==> config.mk <==
export PLATFORM = sky130hd
export DESIGN_NAME = rca_dataloop_sequencer
export DESIGN_NICKNAME = d
export VERILOG_FILES = /design/src/rtl/rca_seq_pkg.sv /design/src/rtl/rca_seq_decode.sv /design/src/rtl/rca_dataloop_sequencer.sv
export SDC_FILE = /design/constraint.sdc
export NUM_CORES = 1
export LEC_CHECK = 0
export CORE_ASPECT_RATIO = 0.7
export CORE_MARGIN = 1.5
export CORE_UTILIZATION = 30
export DETAILED_ROUTE_END_ITERATION = 6
export PLACE_DENSITY = 0.66
export SLEW_MARGIN = 30
export SYNTH_ARGS = -nofsm -noshare
export SYNTH_HDL_FRONTEND = slang
export SYNTH_SLANG_ARGS = --single-unit
==> constraint.sdc <==
create_clock -name clk -period 2.1 [get_ports clk]
set_input_delay 0.21 -clock clk [delete_from_list [all_inputs] [get_ports clk]]
set_output_delay 0.21 -clock clk [all_outputs]
set_load 0.005 [all_outputs]
==> src/rtl/rca_seq_pkg.sv <==
// Shared definitions for the data-loop sequencer: opcodes, FSM states,
// instruction field positions and the decoded control bundle.
package rca_seq_pkg;

    typedef enum logic [3:0] {
        OP_NOP  = 4'h0,
        OP_ADD  = 4'h1,
        OP_SUB  = 4'h2,
        OP_OR   = 4'h3,
        OP_LDI  = 4'h4,
        OP_ADDI = 4'h5,
        OP_JMP  = 4'h6,
        OP_JZ   = 4'h7,
        OP_JC   = 4'h8,
        OP_HALT = 4'hF
    } opcode_e;

    typedef enum logic [1:0] {
        ST_IDLE  = 2'd0,
        ST_FETCH = 2'd1,
        ST_EXEC  = 2'd2,
        ST_HALT  = 2'd3
    } state_e;

    localparam int INSTR_W = 16;
    localparam int OP_MSB  = 15;
    localparam int OP_LSB  = 12;
    localparam int RC_MSB  = 11;
    localparam int RC_LSB  = 8;
    localparam int RA_MSB  = 7;
    localparam int RA_LSB  = 4;
    localparam int RB_MSB  = 3;
    localparam int RB_LSB  = 0;
    localparam int IMM_MSB = 7;
    localparam int IMM_LSB = 0;

    // EnX enables operand X; ImmEnX swaps the register value for the immediate.
    typedef struct packed {
        logic en_a;
        logic imm_en_a;
        logic inv_a;
        logic en_b;
        logic imm_en_b;
        logic inv_b;
        logic c_in;
        logic or_en;
        logic flood_carry;
        logic reg_write;
        logic jmp;
        logic jz;
        logic jc;
        logic halt;
        logic illegal;
    } ctrl_t;

endpackage

==> src/rtl/rca_seq_decode.sv <==
// Combinational opcode decoder: maps the 4-bit opcode onto the data-loop
// control bundle plus sequencing hints (branch kind, halt, illegal).
module rca_seq_decode
    import rca_seq_pkg::*;
(
    input  logic [3:0] op,
    output ctrl_t      ctrl
);

    always_comb begin
        ctrl = '0;
        case (op)
            OP_NOP: ;
            OP_ADD: begin
                ctrl.en_a      = 1'b1;
                ctrl.en_b      = 1'b1;
                ctrl.reg_write = 1'b1;
            end
            OP_SUB: begin
                ctrl.en_a      = 1'b1;
                ctrl.en_b      = 1'b1;
                ctrl.inv_b     = 1'b1;
                ctrl.c_in      = 1'b1;
                ctrl.reg_write = 1'b1;
            end
            OP_OR: begin
                ctrl.en_a      = 1'b1;
                ctrl.en_b      = 1'b1;
                ctrl.or_en     = 1'b1;
                ctrl.reg_write = 1'b1;
            end
            OP_LDI: begin
                ctrl.en_a      = 1'b1;
                ctrl.imm_en_a  = 1'b1;
                ctrl.reg_write = 1'b1;
            end
            OP_ADDI: begin
                ctrl.en_a      = 1'b1;
                ctrl.en_b      = 1'b1;
                ctrl.imm_en_b  = 1'b1;
                ctrl.reg_write = 1'b1;
            end
            OP_JMP:  ctrl.jmp  = 1'b1;
            OP_JZ:   ctrl.jz   = 1'b1;
            OP_JC:   ctrl.jc   = 1'b1;
            OP_HALT: ctrl.halt = 1'b1;
            default: ctrl.illegal = 1'b1;
        endcase
    end

endmodule

==> src/rtl/rca_dataloop_sequencer.sv <==
// Two-cycle fetch/execute sequencer for the ripple-carry data loop.
// Owns the FSM, program counter, Z/C flags and sticky illegal status.
module rca_dataloop_sequencer
    import rca_seq_pkg::*;
#(
    parameter int BitWidth     = 8,
    parameter int RegAddrWidth = 4,
    parameter int PcWidth      = 8
) (
    input  logic                    clk,
    input  logic                    rst,
    input  logic                    clk_en,
    input  logic                    start,
    output logic [PcWidth-1:0]      pc,
    output logic                    instr_rd_en,
    input  logic [INSTR_W-1:0]      instr,
    input  logic                    cOut,
    input  logic                    ifZero,
    output logic                    EnA,
    output logic                    ImmEnA,
    output logic                    InvA,
    output logic                    EnB,
    output logic                    ImmEnB,
    output logic                    InvB,
    output logic                    cIn,
    output logic                    ORen,
    output logic                    FloodCarry,
    output logic                    RegWriteEn,
    output logic [RegAddrWidth-1:0] regAAddr,
    output logic [RegAddrWidth-1:0] regBAddr,
    output logic [RegAddrWidth-1:0] regCAddr,
    output logic [BitWidth-1:0]     ImmIN,
    output logic                    halted,
    output logic                    illegal
);

    state_e               state_q, state_d;
    logic [PcWidth-1:0]   pc_q, pc_d;
    logic                 z_q, z_d;
    logic                 c_q, c_d;
    logic                 illegal_q, illegal_d;
    ctrl_t                ctrl;
    logic                 taken;

    rca_seq_decode u_decode (
        .op   (instr[OP_MSB:OP_LSB]),
        .ctrl (ctrl)
    );

    assign taken = ctrl.jmp | (ctrl.jz & z_q) | (ctrl.jc & c_q);

    always_comb begin
        state_d     = state_q;
        pc_d        = pc_q;
        z_d         = z_q;
        c_d         = c_q;
        illegal_d   = illegal_q;
        instr_rd_en = 1'b0;
        EnA         = 1'b0;
        ImmEnA      = 1'b0;
        InvA        = 1'b0;
        EnB         = 1'b0;
        ImmEnB      = 1'b0;
        InvB        = 1'b0;
        cIn         = 1'b0;
        ORen        = 1'b0;
        FloodCarry  = 1'b0;
        RegWriteEn  = 1'b0;
        regAAddr    = '0;
        regBAddr    = '0;
        regCAddr    = '0;
        ImmIN       = '0;

        case (state_q)
            ST_IDLE, ST_HALT: begin
                if (start) state_d = ST_FETCH;
            end
            ST_FETCH: begin
                instr_rd_en = 1'b1;
                state_d     = ST_EXEC;
            end
            ST_EXEC: begin
                EnA        = ctrl.en_a;
                ImmEnA     = ctrl.imm_en_a;
                InvA       = ctrl.inv_a;
                EnB        = ctrl.en_b;
                ImmEnB     = ctrl.imm_en_b;
                InvB       = ctrl.inv_b;
                cIn        = ctrl.c_in;
                ORen       = ctrl.or_en;
                FloodCarry = ctrl.flood_carry;
                // A reset landing on this edge must not let the shared data loop commit.
                RegWriteEn = ctrl.reg_write & ~rst;
                regCAddr   = RegAddrWidth'(instr[RC_MSB:RC_LSB]);
                regAAddr   = RegAddrWidth'(instr[RA_MSB:RA_LSB]);
                regBAddr   = RegAddrWidth'(instr[RB_MSB:RB_LSB]);
                ImmIN      = BitWidth'(instr[IMM_MSB:IMM_LSB]);

                if (ctrl.reg_write) begin
                    z_d = ifZero;
                    c_d = cOut;
                end
                pc_d      = taken ? PcWidth'(instr[IMM_MSB:IMM_LSB]) : pc_q + PcWidth'(1);
                illegal_d = illegal_q | ctrl.illegal;
                state_d   = ctrl.halt ? ST_HALT : ST_FETCH;
            end
            default: state_d = ST_IDLE;
        endcase
    end

    always_ff @(posedge clk) begin
        if (rst) begin
            state_q   <= ST_IDLE;
            pc_q      <= '0;
            z_q       <= 1'b0;
            c_q       <= 1'b0;
            illegal_q <= 1'b0;
        end else if (clk_en) begin
            state_q   <= state_d;
            pc_q      <= pc_d;
            z_q       <= z_d;
            c_q       <= c_d;
            illegal_q <= illegal_d;
        end
    end

    assign pc      = pc_q;
    assign halted  = (state_q == ST_HALT);
    assign illegal = illegal_q;

endmodule

==> results.ini <==
[run_status]
status = finished, final reports clean

[floorplanning]
initial_core_util = 0.3277
dieArea_sq_um = 3952
core_area_sq_um = 3276
rows = 17
io_pins = 63
die_h_um = 53.05
die_x_um = 74.50

[sta]
post-route-period-util = 0.9908
grt_setup_unrepaired = yes
slew_viol_final = 0
hold_ws_ps = 493.6
final_hold_viol_count = 0
finalCriticalPeriod_ps = 2081
skew_ps = 6.891
finalSetupTns_ps = 0
setup_viol = 0
timing.fmax_mhz = 480.6

[worst_setup_path]
startpoint_type = flop
setup.worst_path.end_class = output port
reg2reg_to = pc[7]
cp_max_fo = 5
reg2regPathDepth = 6
arrival_ps = 1870
path_class = reg -> out
r2r-start = state_q[0]
crit_required_ps = 1890
reg2reg_slack_ps = 370

[drt]
vias = 1142
drt_iter0_drc = 48
antenna_left = 0
via_per_inst = 4.839
routed_wl_um = 3184
drc_errors = 0
firstDrtPassIters = 4
wl_per_cell_um = 13.49

[clocking]
htree_levels = 1
root_buffer = clkbuf_8
clkTransAtPathRegs_ps = 60
tritoncts = yes
cts_max_path_buffers = 2
cts_inserted_buffers = 3
clock_latency_ps = 250
cts_hold_repair.buffers = 0
cts_num_sinks = 13

[worst_hold_path]
min_from = z_q
hold_end = z_q
hold_path.class = reg -> reg
whs_path_depth = 2

[global_route]
grt_overflow = 0
track_usage = 0.1639
first_global_vias = 1068
antenna_found_initial = 0
grt_max_degree = 15
grt_pass1_wl_um = 4885

[placed_design]
numPortBuffers = 60
place.gp.congestion = 0.8850
dp_hpwl_um = 2552

[logic_synthesis]
yosys_warnings = 0
synth_compound_area_frac = 0.1562
synth_fa_ha_area_frac = 0.05828
synth_cell_types = 38
synth_top_family_by_area = simple AND/OR/NAND/NOR gates
muxShareOfSynthArea = 0.01865
yosys.area_share.simple = 0.3730
synth-seq-area-share = 0.2424
syn_inst = 138
synth.avg_cell_area_sq_um = 7.779
yosys.area_share.xor_xnor = 0
synth-seq-cells = 13
post_synth_instance_area_sq_um = 1074

[cells_and_area]
fin_util = 0.5145
diodes = 0
area_growth_pct = 56.99
drive_gt1_frac = 0.1058
fill_cells = 314
nNetsFinal = 217

[pwr]
ir_worst_vdd_uv = 199.2
pwr_density_cell_nw_per_um2 = 349.5
power_uw = 589.1
cellLeakagePower_nw = 0.6090

[run]
drv_cap = 0

-- worst max-delay path by stage --
stage                     from    endpoint  cells past startpoint
global route        state_q[0]        ORen                      5
detailed placement   instr[13]        ORen                      4
finish              state_q[0]        InvB                      5
global placement     instr[15]  RegWriteEn                      5
CTS                 state_q[0]        ORen                      5
floorplan           state_q[0]       pc[4]                      7
-- timing repair --
item / CTS / global route
resized for setup: 2 / 5
buffers inserted: 0 / 0
endpoints found under the hold margin: 0 / 0
setup endpoints to repair: 4 / 6
-- worst max-delay path, stage by stage (launching register included) --
cell and delay (ps):
dfxtp_2 350, inv_1 60, ha_2 190, nand2_1 90, nor4_1 330, clkdlybuf4s50_1 590
-- report_power, final --
part,switching (mW),internal [mW]
combinational,0.0434,0.0611
clock,0.0983,0.131
sequential,0.00466,0.250
total,0.146,0.443
-- final cells by class --
| type | count | area (sq um) | share of cell area |
|---|---|---|---|
| multi-input cells | 105 | 673.1 | 0.3994 |
| repair buffers | 64 | 633.1 | 0.3756 |
| flip-flops and latches | 13 | 262.8 | 0.1559 |
| well taps | 47 | 58.81 | 0.03489 |
| clock buffers | 3 | 41.29 | 0.02450 |
| inverters | 3 | 11.26 | 0.006682 |
| clock inverters | 1 | 5.005 | 0.002970 |
-- cell usage after synthesis --
library cell | instances | area, sq um
nand2_2 | 1 | 6.260
nor2_1 | 8 | 30.03
mux2i_1 | 2 | 20.02
nor3b_1 | 1 | 7.510
o21a_1 | 1 | 7.510
or2_2 | 1 | 6.260
nor2b_1 | 2 | 12.51
a311oi_1 | 1 | 8.760
a21oi_1 | 2 | 10.01
buf_16 | 1 | 27.53
o32ai_4 | 1 | 27.53
nor4_1 | 2 | 12.51
and3_1 | 3 | 18.77
clkbuf_1 | 4 | 15.01
o21ai_0 | 3 | 15.01
a2bb2oi_1 | 2 | 17.52
or3_4 | 1 | 11.26
o211ai_1 | 1 | 7.510
dfxtp_1 | 13 | 260.3
buf_4 | 11 | 82.58
inv_1 | 3 | 11.26
ha_1 | 5 | 62.56
conb_1 | 1 | 3.750
nand2_1 | 16 | 60.06
o21ai_1 | 2 | 10.01
or3_1 | 1 | 6.260
a41oi_1 | 1 | 8.760
and2b_2 | 1 | 8.760
nand3_1 | 13 | 65.06
nor3_1 | 4 | 20.02
buf_6 | 2 | 22.52
or4_1 | 2 | 15.01
and2_1 | 15 | 93.84
nor4b_1 | 1 | 8.760
nand4_1 | 1 | 6.260
and4b_2 | 1 | 11.26
o32a_2 | 1 | 11.26
a31oi_1 | 7 | 43.79
-- flip-flops by register name (all words and copies together), names as in the netlist --
register	count
pc	8
z_q	1
c_q	1
state_q	2
illegal	1
-- per-layer routing --
metal  wire length (um)  share of wire  up-vias  GRT usage
li1                   -              -      576          -
met3                129          0.041        4    0.03619
met4                 35          0.011        0    0.06364
met1               1424           0.45      543     0.2089
met5                  0              0        -          0
met2               1595           0.50       19     0.2693
-- cell families (layout without fill, tap and decap cells) --
group / after synthesis / in the layout
adders and majority gates: 5 / 5
and+or+nand+nor: 74 / 74
muxes: 2 / 2
AOI/OAI and AO/OA: 22 / 22
DFF: 13 / 13
buffers and inverters: 21 / 71
other: 1 / 2
-- per-stage QoR --
step                      instances  setup WS [ps]  instance area [sq um]
after floorplan                 139          641.2                   1077
after global routing            236         -17.45                   1685
final                           236          19.28                   1685
after detailed placement        232          78.79                   1619
after CTS                       236          9.187                   1673
after global placement          232          153.6                   1619
-- placed cells by master (no fill, tap or decap), types with 2 or more instances in the layout --
cell type / synthesis / layout
a21oi_1: 2 / 2
or4_1: 2 / 2
and3_1: 3 / 3
clkdlybuf4s50_1: 0 / 59
o21ai_0: 3 / 3
mux2i_1: 2 / 2
clkbuf_8: 0 / 3
conb_1: 1 / 2
inv_1: 3 / 3
ha_1: 5 / 4
a2bb2oi_1: 2 / 2
o21ai_1: 2 / 2
dfxtp_1: 13 / 11
nor4_1: 2 / 2
nor2_1: 8 / 8
nand2_1: 16 / 16
dfxtp_2: 0 / 2
and2_1: 15 / 15
nand3_1: 13 / 13
nor3_1: 4 / 3
buf_4: 11 / 4
a31oi_1: 7 / 7
(Power assumes the default switching activity.)
